**src/rtl/bmc_subframe_decoder.sv**
```systemverilog
// Biphase-mark subframe decoder: hunts for B/M/W preambles, decodes 28 data cells,
// checks cell transitions and even parity, and presents audio words on a valid/ready port.
module bmc_subframe_decoder #(
    parameter int AUDIO_BITS       = 24,
    parameter int FRAMES_PER_BLOCK = 192,
    parameter bit PARITY_CHECK     = 1'b1,
    localparam int FC_W            = $clog2(FRAMES_PER_BLOCK)
) (
    input  logic                  clk,
    input  logic                  rst,
    input  logic                  vin,
    input  logic                  din,
    output logic [AUDIO_BITS-1:0] sample_data,
    output logic                  sample_valid,
    input  logic                  sample_ready,
    output logic                  sample_channel,
    output logic [2:0]            sample_vuc,
    output logic [FC_W-1:0]       frame_counter,
    output logic                  block_start,
    output logic                  locked,
    output logic                  bmc_err,
    output logic                  parity_err,
    output logic                  frame_err,
    output logic                  overflow
);

    typedef enum logic [0:0] {ST_HUNT = 1'b0, ST_DATA = 1'b1} state_t;

    localparam logic [7:0]      PRE_B   = 8'b11101000;
    localparam logic [7:0]      PRE_M   = 8'b11100010;
    localparam logic [7:0]      PRE_W   = 8'b11100100;
    localparam logic [FC_W-1:0] FC_LAST = FC_W'(FRAMES_PER_BLOCK - 1);

    function automatic logic parity_odd(input logic [27:0] w);
        return ^w;
    endfunction

    // A preamble may arrive in either polarity depending on the preceding line level.
    function automatic logic is_pre(input logic [7:0] sr, input logic [7:0] pat);
        return (sr == pat) || (sr == ~pat);
    endfunction

    state_t                state_r, state_n;
    logic [7:0]            sr_r, sr_n, sr_s;
    logic [3:0]            fill_r, fill_n, fill_s;
    logic [5:0]            hc_cnt_r, hc_cnt_n;
    logic                  prev_hc_r, prev_hc_n;
    logic [26:0]           word_r, word_n;
    logic                  locked_r, locked_n;
    logic [FC_W-1:0]       fc_r, fc_n;
    logic                  chan_r, chan_n;
    logic                  blk_r, blk_n;
    logic [AUDIO_BITS-1:0] data_r, data_n;
    logic                  valid_r, valid_n;
    logic                  ch_out_r, ch_out_n;
    logic [2:0]            vuc_r, vuc_n;
    logic                  bs_r, bs_n;
    logic                  bmc_err_r, bmc_err_n;
    logic                  parity_err_r, parity_err_n;
    logic                  frame_err_r, frame_err_n;
    logic                  overflow_r, overflow_n;
    logic                  bit_s;
    logic [27:0]           full_s;

    // Next-state computation for the hunt/data FSM, decoded word and output register.
    always_comb begin
        state_n      = state_r;
        sr_n         = sr_r;
        fill_n       = fill_r;
        hc_cnt_n     = hc_cnt_r;
        prev_hc_n    = prev_hc_r;
        word_n       = word_r;
        locked_n     = locked_r;
        fc_n         = fc_r;
        chan_n       = chan_r;
        blk_n        = blk_r;
        data_n       = data_r;
        ch_out_n     = ch_out_r;
        vuc_n        = vuc_r;
        bs_n         = bs_r;
        bmc_err_n    = 1'b0;
        parity_err_n = 1'b0;
        frame_err_n  = 1'b0;
        overflow_n   = 1'b0;
        sr_s         = {sr_r[6:0], din};
        fill_s       = (fill_r == 4'd8) ? 4'd8 : fill_r + 4'd1;
        bit_s        = din ^ prev_hc_r;
        full_s       = {bit_s, word_r};

        if (valid_r && sample_ready) begin
            valid_n = 1'b0;
        end else begin
            valid_n = valid_r;
        end

        if (vin) begin
            case (state_r)
                ST_HUNT: begin
                    sr_n      = sr_s;
                    fill_n    = fill_s;
                    prev_hc_n = din;
                    hc_cnt_n  = 6'd0;
                    if (fill_s != 4'd8) begin
                        state_n = ST_HUNT;
                    end else if (is_pre(sr_s, PRE_B)) begin
                        state_n  = ST_DATA;
                        locked_n = 1'b1;
                        fc_n     = '0;
                        chan_n   = 1'b0;
                        blk_n    = 1'b1;
                    end else if (locked_r && is_pre(sr_s, PRE_M)) begin
                        if (fc_r == FC_LAST) begin
                            frame_err_n = 1'b1;
                            locked_n    = 1'b0;
                        end else begin
                            state_n = ST_DATA;
                            fc_n    = fc_r + FC_W'(1);
                            chan_n  = 1'b0;
                            blk_n   = 1'b0;
                        end
                    end else if (locked_r && is_pre(sr_s, PRE_W)) begin
                        state_n = ST_DATA;
                        chan_n  = 1'b1;
                        blk_n   = 1'b0;
                    end else begin
                        state_n = ST_HUNT;
                    end
                end
                ST_DATA: begin
                    prev_hc_n = din;
                    hc_cnt_n  = hc_cnt_r + 6'd1;
                    if (!hc_cnt_r[0]) begin
                        // Every cell must open with a level change.
                        if (din == prev_hc_r) begin
                            bmc_err_n = 1'b1;
                            locked_n  = 1'b0;
                            state_n   = ST_HUNT;
                            fill_n    = 4'd0;
                        end else begin
                            state_n = ST_DATA;
                        end
                    end else if (hc_cnt_r == 6'd55) begin
                        state_n = ST_HUNT;
                        fill_n  = 4'd0;
                        if (PARITY_CHECK && parity_odd(full_s)) begin
                            parity_err_n = 1'b1;
                        end else if (valid_r && !sample_ready) begin
                            overflow_n = 1'b1;
                        end else begin
                            valid_n  = 1'b1;
                            data_n   = full_s[23 -: AUDIO_BITS];
                            vuc_n    = {full_s[24], full_s[25], full_s[26]};
                            ch_out_n = chan_r;
                            bs_n     = blk_r;
                        end
                    end else begin
                        word_n[hc_cnt_r[5:1]] = bit_s;
                    end
                end
                default: begin
                    state_n = ST_HUNT;
                    fill_n  = 4'd0;
                end
            endcase
        end else begin
            state_n = state_r;
        end
    end

    // State and output registers with synchronous reset.
    always_ff @(posedge clk) begin
        if (rst) begin
            state_r      <= ST_HUNT;
            sr_r         <= 8'd0;
            fill_r       <= 4'd0;
            hc_cnt_r     <= 6'd0;
            prev_hc_r    <= 1'b0;
            word_r       <= 27'd0;
            locked_r     <= 1'b0;
            fc_r         <= '0;
            chan_r       <= 1'b0;
            blk_r        <= 1'b0;
            data_r       <= '0;
            valid_r      <= 1'b0;
            ch_out_r     <= 1'b0;
            vuc_r        <= 3'd0;
            bs_r         <= 1'b0;
            bmc_err_r    <= 1'b0;
            parity_err_r <= 1'b0;
            frame_err_r  <= 1'b0;
            overflow_r   <= 1'b0;
        end else begin
            state_r      <= state_n;
            sr_r         <= sr_n;
            fill_r       <= fill_n;
            hc_cnt_r     <= hc_cnt_n;
            prev_hc_r    <= prev_hc_n;
            word_r       <= word_n;
            locked_r     <= locked_n;
            fc_r         <= fc_n;
            chan_r       <= chan_n;
            blk_r        <= blk_n;
            data_r       <= data_n;
            valid_r      <= valid_n;
            ch_out_r     <= ch_out_n;
            vuc_r        <= vuc_n;
            bs_r         <= bs_n;
            bmc_err_r    <= bmc_err_n;
            parity_err_r <= parity_err_n;
            frame_err_r  <= frame_err_n;
            overflow_r   <= overflow_n;
        end
    end

    assign sample_data    = data_r;
    assign sample_valid   = valid_r;
    assign sample_channel = ch_out_r;
    assign sample_vuc     = vuc_r;
    assign frame_counter  = fc_r;
    assign block_start    = bs_r;
    assign locked         = locked_r;
    assign bmc_err        = bmc_err_r;
    assign parity_err     = parity_err_r;
    assign frame_err      = frame_err_r;
    assign overflow       = overflow_r;

endmodule
```
**config.mk**
```make
export PLATFORM = sky130hd
export DESIGN_NAME = bmc_subframe_decoder
export DESIGN_NICKNAME = d
export VERILOG_FILES = /design/src/rtl/bmc_subframe_decoder.sv
export SDC_FILE = /design/constraint.sdc
export NUM_CORES = 1
export LEC_CHECK = 0
export BUFFER_PORTS_ARGS = -buffer_cell sky130_fd_sc_hd__buf_2
export CAP_MARGIN = 20
export CORE_MARGIN = 3
export CORE_UTILIZATION = 32
export CTS_BUF_LIST = sky130_fd_sc_hd__clkbuf_4 sky130_fd_sc_hd__clkbuf_8 sky130_fd_sc_hd__clkbuf_16
export CTS_CLUSTER_SIZE = 16
export DETAILED_ROUTE_END_ITERATION = 10
export MAX_ROUTING_LAYER = met4
export SLEW_MARGIN = 20
export SYNTH_ARGS = -nofsm -noshare
export SYNTH_HDL_FRONTEND = slang
export SYNTH_SLANG_ARGS = --single-unit
```
**constraint.sdc**
```tcl
create_clock -name clk -period 3.5 [get_ports clk]
set_clock_uncertainty 0.15 [all_clocks]
set_input_delay 0 -clock clk [delete_from_list [all_inputs] [get_ports clk]]
set_output_delay 0 -clock clk [all_outputs]
set_load 0.005 [all_outputs]
```
# ---- Yosys cells after proc, flatten, opt, wreduce, memory -nomap -nowiden
# Index checks and enable logic that the tools add are counted.
dict set report word_totals {
  regBits 91
  input_bits 5
  output_inout_bits 43
  word_cells 122
}
dict set report op_classes {
  add_sub_neg 3
  magnitude_cmp 2
  eq_ne 20
  muxes 46
  n_bitwise 9
  reduce_logical 23
}
# cell n
set ops {}
lappend ops {{$mux 1} 33}
lappend ops {{$eq 8x8->1 const B} 4}
lappend ops {{$reduce_xor 28->1} 1}
lappend ops {{$bwmux 27} 1}
lappend ops {{$eq 8x5->1 const B} 3}
lappend ops {{$mux 8} 3}
lappend ops {{$mux 4} 4}
lappend ops {{$pmux 6 s2} 1}
lappend ops {{$reduce_and 6->1} 2}
lappend ops {{$reduce_or 6->1} 2}
lappend ops {{$reduce_and 5->1} 2}
lappend ops {{$ne 3x3->1 const B} 3}
lappend ops {{$add 8x1->8 const B} 1}
lappend ops {{$not 1->1} 8}
lappend ops {{$pmux 4 s2} 1}
lappend ops {{$add 6x1->6 const B} 1}
lappend ops {{$eq 6x6->1 const B} 1}
lappend ops {{$lt 5x6->1 const B} 1}
lappend ops {{$ne 2x2->1 const B} 3}
lappend ops {{$demux 1 s5} 1}
lappend ops {{$ge 5x1->1 const B} 1}
lappend ops {{$logic_and 1x1->1} 5}
lappend ops {{$reduce_or 5->1} 1}
lappend ops {{$add 4x1->4 const B} 1}
lappend ops {{16 further kinds} 19}

# ---- Longest topological paths before layout
dict set report logic_depth {
  ltp_word 8
  ltp_mapped 9
  depth_no_buf 8
}

# ---- Worst setup path before layout
# Ideal clock, no wire load.
dict set report synth_timing {
  path_type {reg-to-reg}
  start {register prev_hc_r}
  end {register bs_r (netlist: block_start)}
  setup_time_ns 0.072
  arrival_time_ns 2.460
  required_time_ns 3.278
  slack_ns 0.818
  path_stages_with_launch 10
  n_path_buf 3
  period_less_slack_ns 2.682
  cell_sequence {dfxtp_1 xor2_1 xnor3_1 xnor3_1 xnor3_1 and3_1 clkbuf_1 buf_6 buf_6 mux2i_1}
}
dict set report synth_via {
  elab_chain_cells 4
}
# element line_no
set synth_rtl {}
lappend synth_rtl {{start, declared} 47} ;# logic prev_hc_r, prev_hc_n;
lappend synth_rtl {{start signal, assigned} 197} ;# prev_hc_r <= prev_hc_n;
lappend synth_rtl {{$xor 1x1->1} 87} ;# bit_s = din ^ prev_hc_r;
lappend synth_rtl {{$reduce_xor 28->1} 35} ;# return ^w;
lappend synth_rtl {{$not 1->1 (no line)} -}
lappend synth_rtl {{$reduce_and 6->1 (no line)} -}
lappend synth_rtl {{end signal, assigned} 207} ;# bs_r <= bs_n;
lappend synth_rtl {{end, declared} 57} ;# logic bs_r, bs_n;
# No other way between the ends.
# A chain may end at the register's enable or synchronous reset.

# ---- Worst setup path in the final report
dict set report layout_timing {
  start {input din}
  end {register data_r[3] (netlist: sample_data[3])}
}
dict set report layout_via {
  elab_chain_cells 4
}
# element line_no
set layout_rtl {}
lappend layout_rtl {{start, declared} 12} ;# input logic din,
lappend layout_rtl {{$xor 1x1->1} 87}
lappend layout_rtl {{$reduce_xor 28->1} 35}
lappend layout_rtl {{$not 1->1 (no line)} -}
lappend layout_rtl {{$reduce_and 6->1 (no line)} -}
lappend layout_rtl {{end signal, assigned} 203} ;# data_r <= data_n;
lappend layout_rtl {{end, declared} 53} ;# logic [AUDIO_BITS-1:0] data_r, data_n;
# No other way between the ends.

==> metrics.md <==
| Metric | Value |
|---|---|
| Status | finished clean |
| CP Launch Type | input pin |
| TritonCTS buffer count | 9 |
| DIE AREA | 14,900 um^2 |
| Largest net degree at the start of global routing | 68 |
| Complex-gate fraction of the synthesized area | 6.63% |
| Synth cell count leaders | dfxtp_1, nand2b_1, mux2i_1 |
| Die Width | 122 um |
| Most numerous cell in the Yosys netlist | dfxtp_1 |
| Commonest register cell after synthesis | dfxtp_1 |
| RR Startpoint | prev_hc_r |
| Main combinational cell family by area after synthesis | simple AND/OR/NAND/NOR gates |
| Post-synthesis mux area share | 11.8% |
| Mean Syn Cell Area | 8.75 um^2 |
| Slew Limit Fails | 0 |
| Post-Synthesis Cells | 494 |
| Clk Latency, worst-skew pair | 0.34 ns |
| Worst Reg-to-Reg Cells | 7 |
| CTS HTree Levels | 3 |
| Synthesized Nets | 503 |
| First-pass GRT wire length | 15,700 um |
| WP data required | 3.62 ns |
| Final setup fails | 0 |
| Synth cell types | 35 |
| Number of synthesized register bits | 91 |
| Worst Hold Class | input pin to flop |
| Final setup margin | 0.771 ns |
| DR pass1 iterations | 4 |
| Post-cts resize count | 0 |
| GR Layer Usage met2 | 20.8% |
| Top cells by area, synth | dfxtp_1, mux2i_1, nand2b_1, nor2_1, xnor2_1 |
| Fmax | 0.366 GHz |
| Vias per inst | 4.89 |
| DR vias | 3,471 |
| Post-Synth Simple-Gate Area | 27.5% |
| Clk slew on worst S/H paths | 0.06 ns |
| Worst-margin pin slew | 0.986 ns |
| Clock tree buffer depth | 2 |
| Clock sinks | 91 |
| Post-layout util | 39.0% |
| # nets final | 542 |
| Min Tclk post-route | 2.73 ns |
| Warnings from Yosys | 0 |
| WP data arrival | 2.85 ns |
| Setup slack, reg-to-reg | 0.78 ns |
| Antenna-violating nets left | 0 |
| Vias in the first global route | 3,208 |
| Worst R2R End | sample_data[3] |
| Post-synth top area cell | dfxtp_1 |
| Final Hold Fails | 0 |
| Inst Count DP | 691 |
| Worst slew margin | 34.3% |
| Floorplan row count | 41 |
| GRT overflow | 0 |
| Number of flops mapped to enable cells by yosys | 0 |
| Async set-or-reset flop fraction in the synthesized netlist | 0% |
| Starting density of the core | 33.4% |
| Adder-Cell Fraction of Synth Area | 1.16% |
| Filler cells | 1,339 |
| GRT busiest layer | met2 |
| Layout Cells excl Fill | 710 |
| # diodes | 0 |
| XOR/XNOR Fraction of Synth Area | 7.24% |
| Initial antenna violation count | 0 |
| Met1 Usage GRT | 17.6% |
| CTS root buf | clkbuf_16 |
| P per Cell Area | 418 nW/um^2 |
| Hold Path Depth | 2 |
| Peak VDD IR | 0.000199 V |
| Mapped Area | 4320 um^2 |
| Top-Level Pins | 48 |
| Input/output buffers | 47 |
| Routed wire length | 9300 um |
| Core Area | 12,900 um^2 |
| Max-Cap Viols | 0 |
| Crit path from | din |
| M3 GR Usage | 2.55% |
| Final setup TNS | 0 ns |
| Share of cells above drive strength 1 | 13.6% |
| CTS tree | built |
| Synth top area share | 42.2% |
| Post-DR wirelength/cell | 13.1 um |
| Initial detailed-routing violation count | 195 |
| Lkg Pwr | 0.00182 uW |
| Gpl congestion | 0.801 |
| RSZ-0062 raised after global routing | no |
| Kind of critical path | input pin to flop |
| DRC errors left | 0 |
| Area Growth Syn to Fin | 16.7% |
| Die H | 122 um |
| Total GRT Usage | 13.5% |
| Pre-CTS WS | 0.779 ns |
| CP endpoint kind | flop |
| Detail Placement HPWL | 6490 um |
| CP Capture Point | sample_data[3] |
| CP max FO | 25 |
| Period utilization | 78.0% |
| Seq/Total Area, Yosys | 42.2% |
[where the power goes]
part,switching (uW),internal (uW),leakage [uW]
Sequential,7.84,1040,0.000734
Combinational,53.0,38.1,0.000945
Clock,405,562,0.000146
[registers in the layout (all words and copies together) (netlist names), 3 cells and up]
signal / flops
sample_data: 24
word_r: 27
sr_r: 7
hc_cnt_r: 6
fill_r: 4
sample_vuc: 3
frame_counter: 8
[metal layers]
metal / part of all wire (%) / vias up
li1: - / 1758
met2: 47 / 56
met3: 3.8 / 10
met1: 47 / 1647
met5: 0 / -
met4: 1.7 / 0
[how the worst min path moves through the flow]
stage | slack (ns) | from | end
after detailed placement | 0.19 | din | sr_r[0]
after CTS | 0.17 | rst | word_r[17]
after global routing | 0.23 | rst | word_r[19]
after global placement | 0.18 | din | sr_r[0]
final | 0.17 | rst | prev_hc_r
after floorplan | -0.01 | din | sr_r[0]
[layout make-up]
| cell class | count | area (um^2) | area share, % |
|---|---|---|---|
| Clock buffer | 10 | 233 | 4.61 |
| Clock inverter | 6 | 65.1 | 1.29 |
| Inverter | 8 | 30.0 | 0.595 |
| Multi-Input combinational cell | 367 | 2360 | 46.7 |
| Sequential cell | 91 | 1820 | 36.1 |
| Tap cell | 172 | 215 | 4.27 |
| Timing Repair Buffer | 56 | 323 | 6.40 |
[kinds of logic after synthesis]
| family | count (synthesis) |
|---|---|
| and+or+nand+nor | 230 |
| DFF | 91 |
| AOI/OAI and AO/OA | 51 |
| muxes | 51 |
| buffers and inverters | 36 |
| xor gates and xnor gates | 31 |
| adders and majority gates | 4 |
[cells in the final DEF (no fill, tap or decap), types with 10 or more instances in the layout]
cell type  netlist  routed
a21oi_1         26      26
buf_2            1      47
dfxtp_1         91      91
mux2i_1         50      50
nand2_1         39      39
nand2b_1        68      68
nand3_1         20      20
nor2_1          46      46
nor3_1          24      24
o21ai_0         10      10
xnor2_1         19      19
[worst max-delay path, stage by stage]
cell,delay [ns]
dlygate4sd3_1,0.53
buf_2,0.17
xor2_2,0.19
xnor3_1,0.40
xnor3_1,0.36
xnor3_1,0.42
and3_2,0.31
buf_12,0.23
mux2i_1,0.21
[stage by stage]
| step | area [um^2] | hold slack [ns] | power (uW) |
|---|---|---|---|
| after floorplan | 4320 | -0.0140 | 1140 |
| after global placement | 4720 | 0.179 | 1160 |
| after detailed placement | 4720 | 0.191 | 1160 |
| after CTS | 5040 | 0.168 | 2140 |
| after global routing | 5040 | 0.235 | 2190 |
| final | 5040 | 0.171 | 2110 |
[what timing repair did]
item | CTS | global route
hold buffers | 3 | 0
hold endpoints to repair | 9 | 0
buffers inserted | 0 | 0
(Power assumes the default switching activity.)
